### src/rtl/kyber_pkg.sv
// Shared constants and state type for the coefficient RAM unpacker and its
// write-side packer counterpart.
package kyber_pkg;

   localparam int COEF_W = 12;
   localparam int LANES  = 8;
   localparam int WORD_W = COEF_W * LANES;
   localparam int ADDR_W = 8;

   typedef enum logic [1:0] {
      ST_IDLE   = 2'd0,
      ST_LOAD   = 2'd1,
      ST_STREAM = 2'd2,
      ST_FIN    = 2'd3
   } unpack_state_e;

endpackage

### src/rtl/ram_coef_unpacker.sv
// Streams the 12-bit coefficients of a run of consecutive coefficient-RAM words,
// one per cycle, on a valid/ready interface.
module ram_coef_unpacker #(
   parameter int COEF_W = kyber_pkg::COEF_W,
   parameter int LANES  = kyber_pkg::LANES,
   parameter int WORD_W = kyber_pkg::WORD_W,
   parameter int ADDR_W = kyber_pkg::ADDR_W
) (
   input  logic              clk,
   input  logic              rst,
   input  logic              start,
   input  logic [ADDR_W-1:0] base_addr,
   input  logic [ADDR_W:0]   num_words,
   output logic [ADDR_W-1:0] ram_raddr,
   input  logic [WORD_W-1:0] ram_dout,
   output logic              coef_valid,
   input  logic              coef_ready,
   output logic [COEF_W-1:0] coef_data,
   output logic              coef_last,
   output logic              busy,
   output logic              done,
   output logic [1:0]        dbg_state
);
   import kyber_pkg::*;

   // Handshake: a coefficient moves when coef_valid & coef_ready at a rising
   // edge; once raised, coef_valid and the presented data hold until accepted.

   localparam int LANE_W = $clog2(LANES);
   localparam logic [LANE_W-1:0] LAST_LANE = LANE_W'(LANES - 1);
   localparam logic [ADDR_W:0]   MAX_WORDS = {1'b1, {ADDR_W{1'b0}}};

   unpack_state_e     state_q, state_d;
   logic [WORD_W-1:0] shift_q, shift_d;
   logic [LANE_W-1:0] lane_q, lane_d;
   logic [ADDR_W:0]   words_left_q, words_left_d;
   logic [ADDR_W-1:0] raddr_q, raddr_d;

   always_ff @(posedge clk or posedge rst) begin
      if (rst) begin
         state_q      <= ST_IDLE;
         shift_q      <= '0;
         lane_q       <= '0;
         words_left_q <= '0;
         raddr_q      <= '0;
      end else begin
         state_q      <= state_d;
         shift_q      <= shift_d;
         lane_q       <= lane_d;
         words_left_q <= words_left_d;
         raddr_q      <= raddr_d;
      end
   end

   always_comb begin
      state_d      = state_q;
      shift_d      = shift_q;
      lane_d       = lane_q;
      words_left_d = words_left_q;
      raddr_d      = raddr_q;
      case (state_q)
         ST_IDLE: begin
            if (start) begin
               words_left_d = (num_words > MAX_WORDS) ? MAX_WORDS : num_words;
               raddr_d      = base_addr;
               state_d      = (num_words == '0) ? ST_FIN : ST_LOAD;
            end
         end
         ST_LOAD: begin
            shift_d      = ram_dout;
            lane_d       = '0;
            raddr_d      = raddr_q + 1'b1;
            words_left_d = words_left_q - 1'b1;
            state_d      = ST_STREAM;
         end
         ST_STREAM: begin
            if (coef_ready) begin
               if (lane_q != LAST_LANE) begin
                  shift_d = shift_q >> COEF_W;
                  lane_d  = lane_q + 1'b1;
               end else if (words_left_q != '0) begin
                  // Next word is already on ram_dout, so refill without a bubble.
                  shift_d      = ram_dout;
                  lane_d       = '0;
                  raddr_d      = raddr_q + 1'b1;
                  words_left_d = words_left_q - 1'b1;
               end else begin
                  state_d = ST_FIN;
               end
            end
         end
         ST_FIN:  state_d = ST_IDLE;
         default: state_d = ST_IDLE;
      endcase
   end

   // Data is gated so nothing from a previous run leaks out while idle.
   assign coef_valid = (state_q == ST_STREAM);
   assign coef_data  = coef_valid ? shift_q[COEF_W-1:0] : '0;
   assign coef_last  = coef_valid && (lane_q == LAST_LANE) && (words_left_q == '0);
   assign busy       = (state_q != ST_IDLE);
   assign done       = (state_q == ST_FIN);
   assign ram_raddr  = raddr_q;
   assign dbg_state  = state_q;

endmodule

### config.mk
export PLATFORM = sky130hd
export DESIGN_NAME = ram_coef_unpacker
export DESIGN_NICKNAME = d
export VERILOG_FILES = /design/src/rtl/kyber_pkg.sv /design/src/rtl/ram_coef_unpacker.sv
export SDC_FILE = /design/constraint.sdc
export NUM_CORES = 1
export LEC_CHECK = 0
export BUFFER_PORTS_ARGS = -buffer_cell sky130_fd_sc_hd__buf_2
export CAP_MARGIN = 20
export CORE_UTILIZATION = 40
export DETAILED_ROUTE_END_ITERATION = 8
export RECOVER_POWER = 25
export SYNTH_ARGS = -nofsm -noshare
export SYNTH_HDL_FRONTEND = slang
export SYNTH_SLANG_ARGS = --single-unit
### constraint.sdc
create_clock -name clk -period 4.84 [get_ports clk]
set_clock_uncertainty 0.1 [all_clocks]
set_input_delay 0.242 -clock clk [delete_from_list [all_inputs] [get_ports clk]]
set_output_delay 0.242 -clock clk [all_outputs]
set_load 0.01 [all_outputs]
==> summary.md <==
| Metric | Value |
|---|---|
| Status | `finished, final reports clean` |
| Clk buf depth | `2` |
| R2r endpoint | `shift_q[30]` |
| Die W | `between 100 and 150 um` |
| Cts repair resizes | `0` |
| Post-synth top cells | `mux2_2, dfrtp_1, nand2_1` |
| Clock Latency Late Sink | `0.41 ns` |
| Top_reg_cell synth | `dfrtp_1` |
| Net Sw Frac | `34.5%` |
| Via count | `about 4.6k` |
| CP Launch Type | `flip-flop` |
| RePlAce Congestion | `0.797` |
| Count leader, synth | `mux2_2` |
| #FFs+latches synth | `about 120` |
| HP Class | `primary input to flip-flop` |
| Hold-critical path depth | `3` |
| Final min period | `a little over 3 ns` |
| Worst vdd ir | `between 0.4 and 0.5 mV` |
| 1st-pass router iterations | `5` |
| CP cell instances | `inv_1 > ha_1 > nand2b_4 > buf_4 > mux2_2 > mux2_1` |
| Clock sink count | `roughly 120` |
| Total CTS buffers | `17` |
| Syn avg cell area | `approximately 12 um^2` |
| Final setup margin | `around 1.8 ns` |
| Synth async-reset ratio | `100%` |
| Power density cells | `roughly 770 nW/um^2` |
| Ratio of cells with drive above 1 in the final layout | `between 50 and 60%` |
| # DRC | `0` |
| Layout area overhead | `27.3%` |
| Total Routing Usage GR | `between 10% and 20%` |
| Synthesized Nets | `647` |
| Total die area | `approximately 16000 um^2` |
| Post-Route WL | `14400 um` |
| Slew Viols, Final | `0` |
| Fin crit share | `63.5%` |
| TritonCTS clock tree | `done` |
| Slew headroom | `a little over two fifths` |
| P_int | `4.01 mW` |
| Cell leakage power | `about 3.7 nW` |
| Vias in the first global route | `4673` |
| Syn. warnings | `0` |
| Crit path max fanout | `55` |
| Die Y | `~130 um` |
| Synth area leader | `dfrtp_1` |
| Main area contributors after synthesis | `dfrtp_1, mux2_2, mux2i_1` |
| Antenna violations before repair | `1` |
| DP HPWL | `approximately 10000 um` |
| Arrival time worst endpoint | `about 3.3 ns` |
| Seq pwr share | `30.3%` |
| Endpoints failing setup | `0` |
| WL/cell | `roughly 16 um` |
| H-tree Lvls | `4` |
| Crit end category | `flip-flop` |
| Core area | `15200 um^2` |
| RSZ-0062 raised after global routing | `no` |
| R2r startpoint | `dbg_state[0]` |
| Worst-margin pin slew | `approximately 0.84 ns` |
| N_diodes | `0` |
| Sequential area share after synthesis | `about 47%` |
| Synth unique cells | `42` |
| Slowest stage cell, crit path | `ha_1` |
| Top cell type's share of synthesized area | `47.5%` |
| Reg2Reg Depth | `6` |
| Port bufs | `142` |
| CTS clk-pin slew, worst paths | `about 0.060 ns` |
| Initial Util | `40.9%` |
| Largest net degree at the start of global routing | `82` |
| Global route overflow | `0` |
| Number of synthesized flops with an enable pin | `0` |
| Data required time of the worst path | `5.03 ns` |
| Area of the mapped netlist | `roughly 6200 um^2` |
| Hold Vio Cnt, Final | `0` |
| NumNets Final | `799` |
| Row count | `45` |
| Vias per cell | `~5.3` |
| DRC marker count from the first detailed-route iteration | `~170` |
| First-pass GRT wire length | `23400 um` |
| Crit Path Category | `flip-flop to flip-flop` |
| Psw | `2.11 mW` |
| IO Pins | `roughly 140` |
| Combinational power share | `approximately 46%` |
| Antenna Nets Post-Route | `0` |
| Max Cap Violations | `0` |
| Hold wc startpoint | `base_addr[1]` |
| R2R Setup Slk | `~1.8 ns` |
| Post-synthesis cell count | `522` |
| Clk pwr share | `between 20% and 30%` |
| Setup_tns | `0 ns` |
| Slowest Stage Delay on Critical Path | `approximately 0.72 ns` |
| Hold path endpoint | `ram_raddr[1]` |
| CTS root buf | `clkbuf_16` |
| Dpl ws | `roughly 1.7 ns` |
| Maximum clock rate | `between 0.3 and 0.4 GHz` |
## layout make-up
class | instances | area, um^2
fillers | 1325 | 7280
multi-input cells | 348 | 3000
well taps | 188 | 235
clock buffers | 21 | 480
clock inverters | 11 | 195
inverters | 24 | 91.3
flip-flops and latches | 118 | 2950
repair buffers | 165 | 961
## flip-flops by register name (all words and copies together) (netlist names)
signal        count
dbg_state         2
lane_q            3
ram_raddr         8
shift_q          96
words_left_q      9
## worst max-delay path: cells and delay by family (launching register included)
kind	cells	cell delay [ns]
simple gates	1	0.54
mux	2	0.60
buf+inv	2	0.54
fa+ha+maj	1	0.72
flops	1	0.42
## through the flow
step / instance area (um^2) / hold slack, ns / instances / utilization, % / power [mW]
final: 7920 / 0.0222 / 875 / 52.1 / 6.12
after global routing: 7920 / 0.0217 / 875 / 52.1 / 6.54
after CTS: 7880 / 0.00884 / 873 / 51.9 / 6.18
after detailed placement: 7090 / 0.382 / 829 / 46.6 / 4.71
after global placement: 7090 / 0.367 / 829 / 46.6 / 4.61
after floorplan: 6220 / 0.279 / 522 / - / 4.11
## placed cells by master (no fill, tap or decap), types with 6 or more instances in the layout
cell type      count
buf_2            142
ha_1               8
mux2_2           153
o21ai_0           26
buf_4              7
a31oi_1            9
a21oi_1           14
clkbuf_16         17
nand3_1           13
nand2_1           33
mux2i_1           15
nor2_1             7
mux2_1             6
inv_1             22
and2_1            13
dlygate4sd3_1     13
dfrtp_1          118
## power by group through the flow
stage	Combinational [mW]	Clock (mW)	Sequential, mW
after floorplan	2.35	0	1.76
after global placement	2.76	0	1.85
after detailed placement	2.84	0	1.87
after CTS	2.86	1.47	1.86
after global routing	3.11	1.51	1.92
final	2.83	1.43	1.85
## how the worst max path moves through the flow
stage                  from      endpoint  slack [ns]
5_1_grt        dbg_state[0]   shift_q[30]        1.57
2_1_floorplan           rst  dbg_state[0]        1.37
3_5_place_dp   dbg_state[0]   shift_q[30]        1.75
6_report       dbg_state[0]   shift_q[30]        1.77
3_3_place_gp   dbg_state[0]   shift_q[33]        1.86
4_1_cts        dbg_state[0]   shift_q[30]        1.74
## timing repair
item                                    CTS  global route
endpoints found under the setup margin    0             0
setup buffers                             0             0
endpoints found under the hold margin    12            12
hold buffers                             12             1
## per-layer routing
metal / vias up / track usage (%) / share of wire, %
met5: - / 0 / 0.063
met4: 2 / 6.16 / 1.4
met3: 20 / 5.86 / 4.6
met2: 124 / 31.0 / 48
met1: 2273 / 23.9 / 46
li1: 2196 / - / -
## logic make-up (layout without fill, tap and decap cells)
| logic type | count (synthesis) | count (layout) | synth area share (%) |
|---|---|---|---|
| adders and majority gates | 8 | 8 | 1.61 |
| DFF | 118 | 118 | 47.5 |
| AOI/OAI and AO/OA | 73 | 73 | 7.36 |
| and+or+nand+nor | 93 | 93 | 7.81 |
| muxes | 174 | 174 | 31.2 |
| buffers and inverters | 56 | 221 | 4.55 |
Note: power is estimated with default switching activity, not from simulation.
